File: src/rtl/switch_debounce_filter_if.sv
// Switch conditioning signal bundle: raw pin toward the filter, conditioned levels back.
// Edge strobes exist only when SWITCH_EDGE_EN is defined.
interface switch_debounce_filter_if;
    logic i_Switch;
    logic o_Switch;
    logic o_Toggle;
`ifdef SWITCH_EDGE_EN
    logic o_Rise;
    logic o_Fall;
`endif

    modport master (
        output i_Switch,
        input  o_Switch,
        input  o_Toggle
`ifdef SWITCH_EDGE_EN
        ,
        input  o_Rise,
        input  o_Fall
`endif
    );

    modport slave (
        input  i_Switch,
        output o_Switch,
        output o_Toggle
`ifdef SWITCH_EDGE_EN
        ,
        output o_Rise,
        output o_Fall
`endif
    );
endinterface

File: src/rtl/switch_debounce_filter.sv
// Synchronizes and debounces one mechanical switch; provides clean level and press toggle.
// Optional macro SWITCH_EDGE_EN adds registered one-cycle rise/fall strobes.
module switch_debounce_filter #(
    parameter int   DEBOUNCE_LIMIT = 250000,
    parameter int   SYNC_STAGES    = 2,
    parameter logic RESET_LEVEL    = 1'b0
) (
    input  logic                  i_Clk,
    input  logic                  i_Rst,
    switch_debounce_filter_if.slave sw
);

    localparam int CNT_W = $clog2(DEBOUNCE_LIMIT + 1);
    localparam logic [CNT_W-1:0] CNT_ZERO = CNT_W'(0);
    localparam logic [CNT_W-1:0] CNT_ONE  = CNT_W'(1);
    localparam logic [CNT_W-1:0] CNT_LAST = CNT_W'(DEBOUNCE_LIMIT - 1);

    typedef enum logic [0:0] {
        ST_IDLE  = 1'b0,
        ST_COUNT = 1'b1
    } state_t;

    logic [SYNC_STAGES-1:0] sync_r;
    logic                   sync_out_s;
    state_t                 state_r, state_s;
    logic [CNT_W-1:0]       cnt_r, cnt_s;
    logic                   switch_r, switch_s;
    logic                   toggle_r, toggle_s;
    logic                   accept_s;
`ifdef SWITCH_EDGE_EN
    logic                   rise_r, rise_s;
    logic                   fall_r, fall_s;
`endif

    assign sync_out_s = sync_r[SYNC_STAGES-1];

    // Metastability chain for the asynchronous pin
    always_ff @(posedge i_Clk or posedge i_Rst) begin
        if (i_Rst) begin
            sync_r <= {SYNC_STAGES{RESET_LEVEL}};
        end else begin
            sync_r <= {sync_r[SYNC_STAGES-2:0], sw.i_Switch};
        end
    end

    // Qualification FSM next-state and output-update logic
    always_comb begin
        state_s  = state_r;
        cnt_s    = cnt_r;
        switch_s = switch_r;
        toggle_s = toggle_r;
        accept_s = 1'b0;
`ifdef SWITCH_EDGE_EN
        rise_s   = 1'b0;
        fall_s   = 1'b0;
`endif
        case (state_r)
            ST_IDLE: begin
                if (sync_out_s != switch_r) begin
                    if (DEBOUNCE_LIMIT == 32'sd1) begin
                        accept_s = 1'b1;
                        cnt_s    = CNT_ZERO;
                    end else begin
                        state_s = ST_COUNT;
                        cnt_s   = CNT_ONE;
                    end
                end else begin
                    cnt_s = CNT_ZERO;
                end
            end
            ST_COUNT: begin
                // Any return to the accepted level throws away partial progress
                if (sync_out_s == switch_r) begin
                    state_s = ST_IDLE;
                    cnt_s   = CNT_ZERO;
                end else if (cnt_r == CNT_LAST) begin
                    state_s  = ST_IDLE;
                    cnt_s    = CNT_ZERO;
                    accept_s = 1'b1;
                end else begin
                    cnt_s = cnt_r + CNT_ONE;
                end
            end
            default: begin
                state_s = ST_IDLE;
                cnt_s   = CNT_ZERO;
            end
        endcase

        if (accept_s) begin
            switch_s = sync_out_s;
            if (sync_out_s) begin
                toggle_s = ~toggle_r;
`ifdef SWITCH_EDGE_EN
                rise_s   = 1'b1;
`endif
            end else begin
`ifdef SWITCH_EDGE_EN
                fall_s   = 1'b1;
`endif
            end
        end else begin
            switch_s = switch_r;
        end
    end

    // State, counter and output registers
    always_ff @(posedge i_Clk or posedge i_Rst) begin
        if (i_Rst) begin
            state_r  <= ST_IDLE;
            cnt_r    <= CNT_ZERO;
            switch_r <= RESET_LEVEL;
            toggle_r <= 1'b0;
`ifdef SWITCH_EDGE_EN
            rise_r   <= 1'b0;
            fall_r   <= 1'b0;
`endif
        end else begin
            state_r  <= state_s;
            cnt_r    <= cnt_s;
            switch_r <= switch_s;
            toggle_r <= toggle_s;
`ifdef SWITCH_EDGE_EN
            rise_r   <= rise_s;
            fall_r   <= fall_s;
`endif
        end
    end

    assign sw.o_Switch = switch_r;
    assign sw.o_Toggle = toggle_r;
`ifdef SWITCH_EDGE_EN
    assign sw.o_Rise   = rise_r;
    assign sw.o_Fall   = fall_r;
`endif

endmodule

File: src/flat_wrapper.sv
// flat-port wrapper written by rule: the top's interface ports become plain ports
module switch_debounce_filter_flat 
#(
    parameter int   DEBOUNCE_LIMIT = 250000,
    parameter int   SYNC_STAGES    = 2,
    parameter logic RESET_LEVEL    = 1'b0
)
  (i_Clk, i_Rst, sw_i_Switch, sw_o_Switch, sw_o_Toggle);
  switch_debounce_filter_if sw_i ();
  input  logic i_Clk;
  input  logic i_Rst;
  input wire logic [$bits(sw_i.i_Switch)-1:0] sw_i_Switch;
  output wire logic [$bits(sw_i.o_Switch)-1:0] sw_o_Switch;
  output wire logic [$bits(sw_i.o_Toggle)-1:0] sw_o_Toggle;
  assign sw_i.i_Switch = sw_i_Switch;
  assign sw_o_Switch = sw_i.o_Switch;
  assign sw_o_Toggle = sw_i.o_Toggle;
  switch_debounce_filter #(.DEBOUNCE_LIMIT(DEBOUNCE_LIMIT), .SYNC_STAGES(SYNC_STAGES), .RESET_LEVEL(RESET_LEVEL)) u_core (.i_Clk(i_Clk), .i_Rst(i_Rst), .sw(sw_i));
endmodule
File: config.mk
export PLATFORM = sky130hd
export DESIGN_NAME = switch_debounce_filter_flat
export DESIGN_NICKNAME = d
export VERILOG_FILES = /design/src/rtl/switch_debounce_filter_if.sv /design/src/rtl/switch_debounce_filter.sv /design/src/flat_wrapper.sv
export SDC_FILE = /design/constraint.sdc
export NUM_CORES = 1
export LEC_CHECK = 0
export BUFFER_PORTS_ARGS = -buffer_cell sky130_fd_sc_hd__buf_4
export CAP_MARGIN = 5
export CORE_MARGIN = 2
export CORE_UTILIZATION = 53
export CTS_CLUSTER_DIAMETER = 30
export DETAILED_ROUTE_END_ITERATION = 8
export GPL_ROUTABILITY_DRIVEN = 0
export PLACE_DENSITY = 0.73
export SLEW_MARGIN = 20
export SYNTH_ARGS = -nofsm -noshare
export SYNTH_HDL_FRONTEND = slang
export SYNTH_SLANG_ARGS = --single-unit
File: constraint.sdc
create_clock -name i_Clk -period 1.75 [get_ports i_Clk]
set_input_delay 0.0875 -clock i_Clk [delete_from_list [all_inputs] [get_ports i_Clk]]
set_output_delay 0.0875 -clock i_Clk [all_outputs]
set_load 0.02 [all_outputs]
# Word level (Yosys, flattened, before mapping)

Index checks and enable logic that the tools add are counted.

Register bits after elaboration: 23
Input bits: 3
Output and inout port bits: 2
Logic and storage cells: 23

Add/sub/neg operators: 1
Equality and inequality tests: 3
Muxes and demuxes: 11
Bitwise gates (word level): 2
Reduce and logical (&&, ||, !) cells: 1

Operators with widths:

| cell                                          | number |
|---|---|
| 2-to-1 mux 18 bit                             | 2 |
| case mux 18 bit (2 select lines)              | 1 |
| adder 18 x 1 -> 18 bit, second input constant | 1 |
| equality test 18 bit, second input constant   | 1 |
| 2-to-1 mux 1 bit                              | 7 |
| NOT 1 bit                                     | 2 |
| case mux 1 bit (2 select lines)               | 1 |
| AND reduction 2 bit                           | 1 |
| equality test 1 bit                           | 1 |
| != test 1 bit                                 | 1 |

# Depth between registers and ports, before layout

Word-level depth: 5
Gate-level depth with buffers: 6
Mapped depth without buffers: 5

# Worst setup path after synthesis

No wires, ideal clock.

Path kind: register to register
Start point: register u_core.cnt_r[0]
End point: register u_core.switch_r, in the netlist u_core.sw.o_Switch
Library setup time: 0.128 ns
Data arrival time: 1.708 ns
Data required time: 1.622 ns
Path slack: -0.086 ns
Cell stages (with the launch flop): 6
Clock period less this slack: 1.836 ns
Path through: dfrtp_1 -> ha_1 -> nand3_2 -> or4_4 -> nor3_4 -> mux2_1

Cells in the longest elaborated chain, start to end: 4

Ends and longest elaborated chain:

| what                     | line                          | source |
|---|---|---|
| start: declaration       | switch_debounce_filter.sv:26  | `logic [CNT_W-1:0] cnt_r, cnt_s;` |
| start signal: assignment | switch_debounce_filter.sv:120 | `cnt_r <= cnt_s;` |
| equality test 18 bit     | switch_debounce_filter.sv:76  | `end else if (cnt_r == CNT_LAST) begin` |
| 2-to-1 mux 1 bit         | switch_debounce_filter.sv:76  |  |
| 2-to-1 mux 1 bit         | switch_debounce_filter.sv:73  | `if (sync_out_s == switch_r) begin` |
| 2-to-1 mux 1 bit         | switch_debounce_filter.sv:57  | `case (state_r)` |
| end signal: assignment   | switch_debounce_filter.sv:121 | `switch_r <= switch_s;` |
| end: declaration         | switch_debounce_filter.sv:27  | `logic switch_r, switch_s;` |

Every way passes these cells.
A chain may end at the register's enable or synchronous reset.

# Final worst setup path

Ends and elaborated chain as after synthesis.

==> implementation parameters <==
Parameter                              Value

Status
  Outcome ... complete, but fails checks
  Failing checks ... setup timing

Worst setup path
  CP Data Arrival Time ... between 1.5 and 2 ns
  Critical path, cell by cell ... ha_2 -> nand3_2 -> or4_4 -> nor3_4 -> mux2_4
  Crit Path Max Fanout ... 5
  Slowest-stage cell, CP ... or4_4
  Buffering stage count on the worst path with inverters included ... 0
  WS Path Type ... reg -> reg
  CP peak stage delay ... 0.49 ns
  Reg2Reg Launch Point ... u_core.cnt_r[0]
  Kind of capture point of the worst setup path ... register
  Worst Path Required ... 1.97 ns
  Startpoint type of the worst setup path ... register
  Cell family contributing the most delay on the critical path ... simple AND/OR/NAND/NOR gates
  FF-to-FF path depth ... 5
  Reg-to-reg endpoint ... u_core.sw.o_Switch
  Flop2flop setup slack ... -0.003 ns

Drt
  Total detailed-routing wirelength ... 2296 µm
  Count of antenna-violating nets left after detailed routing ... 0
  Iteration-0 DRC count of the detailed router ... 12
  DR vias/cell ... around 5.3
  Post-route DRC ... 0
  Post-detailed-route wirelength per cell ... 14.35 µm
  Total number of vias ... 854
  Initial DRT Pass Iterations ... 4

Clock tree
  Worst-Skew Late Latency ... 0.32 ns
  CTS tree ... built
  # H-tree levels ... 1
  Longest Clk Path Bufs ... 2
  TritonCTS Buffers ... 3
  Clock transition at the registers of the reported paths ... roughly 0.12 ns
  Clock tree root buffer cell ... clkbuf_4
  Sinks on the clock net ... 23

Floorplanning
  Die width ... 50.25 µm
  Overall die area ... roughly 2500 µm²
  I/O pin cnt ... 5
  Placeable Area ... 1982 µm²
  Row cnt ... 16
  Starting density of the core ... 57.20%
  Vertical extent of the die ... 50.25 µm

Place
  Placement-stage cell area ... 1291 µm²
  HPWL after detailed placement ... ~1500 µm
  PortBufs ... 4

Final layout
  Final net count ... 138
  Fraction of layout instances using a drive strength above 1 ... 26.32%
  Finished layout cell area ... approximately 1400 µm²
  Post-synthesis to final-layout area growth ... 21.74%
  Inserted Diodes ... 0

Global routing
  Overall fraction of global-route tracks in use ... 20.37%
  Global-route congestion overflow total ... 0
  Vias in the first global route ... 868
  Number of antenna violations at the first check in global routing ... 0
  Global-route wire length before repair ... 3767 µm
  Maximum number of pins on one net before global-route repair ... 24

Synth
  Count of unique library cells instantiated by Yosys ... 27
  Share of the synthesized netlist area taken by xor and xnor gates ... 12.36%
  Number of nets produced by synthesis ... 112
  Cell types with the largest area share after synthesis ... dfrtp_1 51%, xnor2_1 11%, nor2_1 7.3%
  Portion of netlist area occupied by mux cells ... around 1.9%
  Simple-gate share of the synthesized area ... 26.82%
  Post-synthesis average cell area ... 10.50 µm²
  Count of yosys warnings during synthesis ... 0
  Area share of the largest cell type after synthesis ... between 50% and 60%
  Largest area contributor in the synthesized netlist ... dfrtp_1
  Count of state elements after synthesis ... 23
  Post-synthesis share of cell area spent on full adders, half adders and majority gates ... under 10%
  Synth Cell Area ... about 1100 µm²
  Main combinational cell family by area after synthesis ... simple AND/OR/NAND/NOR gates
  Sequential cell area fraction in the yosys report ... 50.77%
  Complex-gate fraction of the synthesized area ... 3.753%
  Syn Inst Count ... 108

STA
  Worst-Margin Slew ... between 0.3 and 0.4 ns
  Timing-limited maximum frequency ... 570.3 MHz
  Max-slew violations ... 0
  RSZ-0062 raised after global routing ... yes
  Worst Clk Skew ... 0.008956 ns
  Final critical-path share of the clock period ... 100.2%
  Worst relative slew slack ... 75.37%
  Number of hold violations in the final report ... 0
  Worst slack on hold paths ... between 0.3 and 0.4 ns
  Shortest clock period the worst path allows after layout ... roughly 1.8 ns
  Worst path setup slack after routing ... -0.003339 ns
  Total setup violations reported at the end of the flow ... 1
  Setup TNS after final layout ... -0.003339 ns

Pwr
  Leakage dissipation ... 0.5876 nW
  Power per unit of standard cell area ... 608.5 nW/µm²
  Maximum vdd drop ... a little over 0.6 mV

Flow run
  Max capacitance violation total ... 0

Worst hold path
  Worst hold path class ... in -> async
synthesized netlist by cell type:
library cell,count
dfrtp_1,23
nor2_1,22
xnor2_1,14
inv_1,7
nand3_1,6
nand2_1,5
nor4_1,5
nor3_1,4
nand4_1,3
xor2_1,2
a211oi_1,1
a21oi_1,1
buf_6,1
ha_1,1
mux2_1,1
mux2i_1,1
nand3_2,1
nand3b_1,1
nand4_2,1
nor3_4,1
nor4_4,1
nor4b_1,1
nor4b_2,1
o211a_1,1
o21ai_2,1
o221a_1,1
or4_4,1
repair_timing:
item	CTS	global route
pin swaps	0	2
gates resized for setup	3	3
hold endpoints to repair	24	0
buffers inserted	1	1
setup endpoints to repair	10	17
hold buffers	2	0
metal layers:
metal | up-vias | track usage [%] | share of wire [%]
li1 | 422 | - | -
met1 | 420 | 27.08 | 46
met2 | 9 | 32.89 | 51
met3 | 3 | 2.679 | 2.0
met4 | 0 | 9.722 | 1.7
met5 | - | 0 | 0
sequential cells by signal, summed over array words and instances (netlist names):
name and flops:
u_core.sync_r 2, u_core.sw.o_Toggle 1, u_core.cnt_r 18, u_core.state_r 1
u_core.sw.o_Switch 1
worst max-delay path by stage:
stage / startpoint / to / slack (ns) / cells after the start
after floorplan: u_core.cnt_r[0] / u_core.sw.o_Switch / -0.09 / 5
after global placement: u_core.cnt_r[9] / u_core.cnt_r[7] / 0.03 / 6
after detailed placement: u_core.cnt_r[0] / u_core.sw.o_Switch / -0.03 / 5
after CTS: u_core.cnt_r[1] / u_core.sw.o_Switch / -0.03 / 5
after global routing: u_core.cnt_r[1] / u_core.sw.o_Switch / -0.07 / 5
final: u_core.cnt_r[0] / u_core.sw.o_Switch / -0.003 / 5
final cells by class:
class,instances,area [µm²]
clock buffers,4,26.28
repair buffers,22,173.9
flip-flops and latches,23,575.6
inverters,7,26.28
multi-input cells,77,544.3
fillers,133,601.8
well taps,27,33.78
power by group:
| group | switching (mW) | internal, mW | leakage (nW) | total (mW) |
|---|---|---|---|---|
| clock | 0.157 | 0.0894 | 0.0150 | 0.247 |
| combinational | 0.0275 | 0.0229 | 0.260 | 0.0504 |
| sequential | 0.00476 | 0.538 | 0.312 | 0.543 |
tightest hold or removal path, stage by stage:
cell           delay [ns]
dlygate4sd3_1        0.54
buf_4                0.13
inv_1                0.04
buf_4                0.28
stage by stage:
stage                     utilization [%]  power (mW)  setup WS [ns]  std cells
after global placement              65.15      0.5944        0.03427        152
after detailed placement            65.15      0.5965       -0.02799        152
after floorplan                         -      0.5774       -0.08582        108
after global routing                69.63      0.8769       -0.06511        160
after CTS                           68.50      0.8470       -0.02603        159
final                               69.63      0.8397      -0.003339        160
cells in the final DEF, fill, tap and decap left out, drive strengths merged:
cell	netlist	final
nor4b	2	2
dfrtp	23	23
mux2	1	1
buf	1	20
clkbuf	0	4
ha	1	1
nand4	4	4
o221a	1	1
a211oi	1	1
a21oi	1	1
nor2	22	22
o211a	1	1
nand3b	1	1
or4	1	1
nor3	5	5
dlygate4sd3	0	2
nor4	6	6
xnor2	14	14
nand2	5	5
inv	7	7
mux2i	1	1
nand3	7	7
xor2	2	2
o21ai	1	1
kinds of logic (layout without fill, tap and decap cells):
| logic type | after synthesis | after routing |
|---|---|---|
| and+or+nand+nor | 53 | 53 |
| DFF | 23 | 23 |
| xor gates and xnor gates | 16 | 16 |
| buffers and inverters | 8 | 33 |
| AOI/OAI and AO/OA | 5 | 5 |
| muxes | 2 | 2 |
| adders and majority gates | 1 | 1 |
No activity file was read; power rests on OpenSTA's default activity.
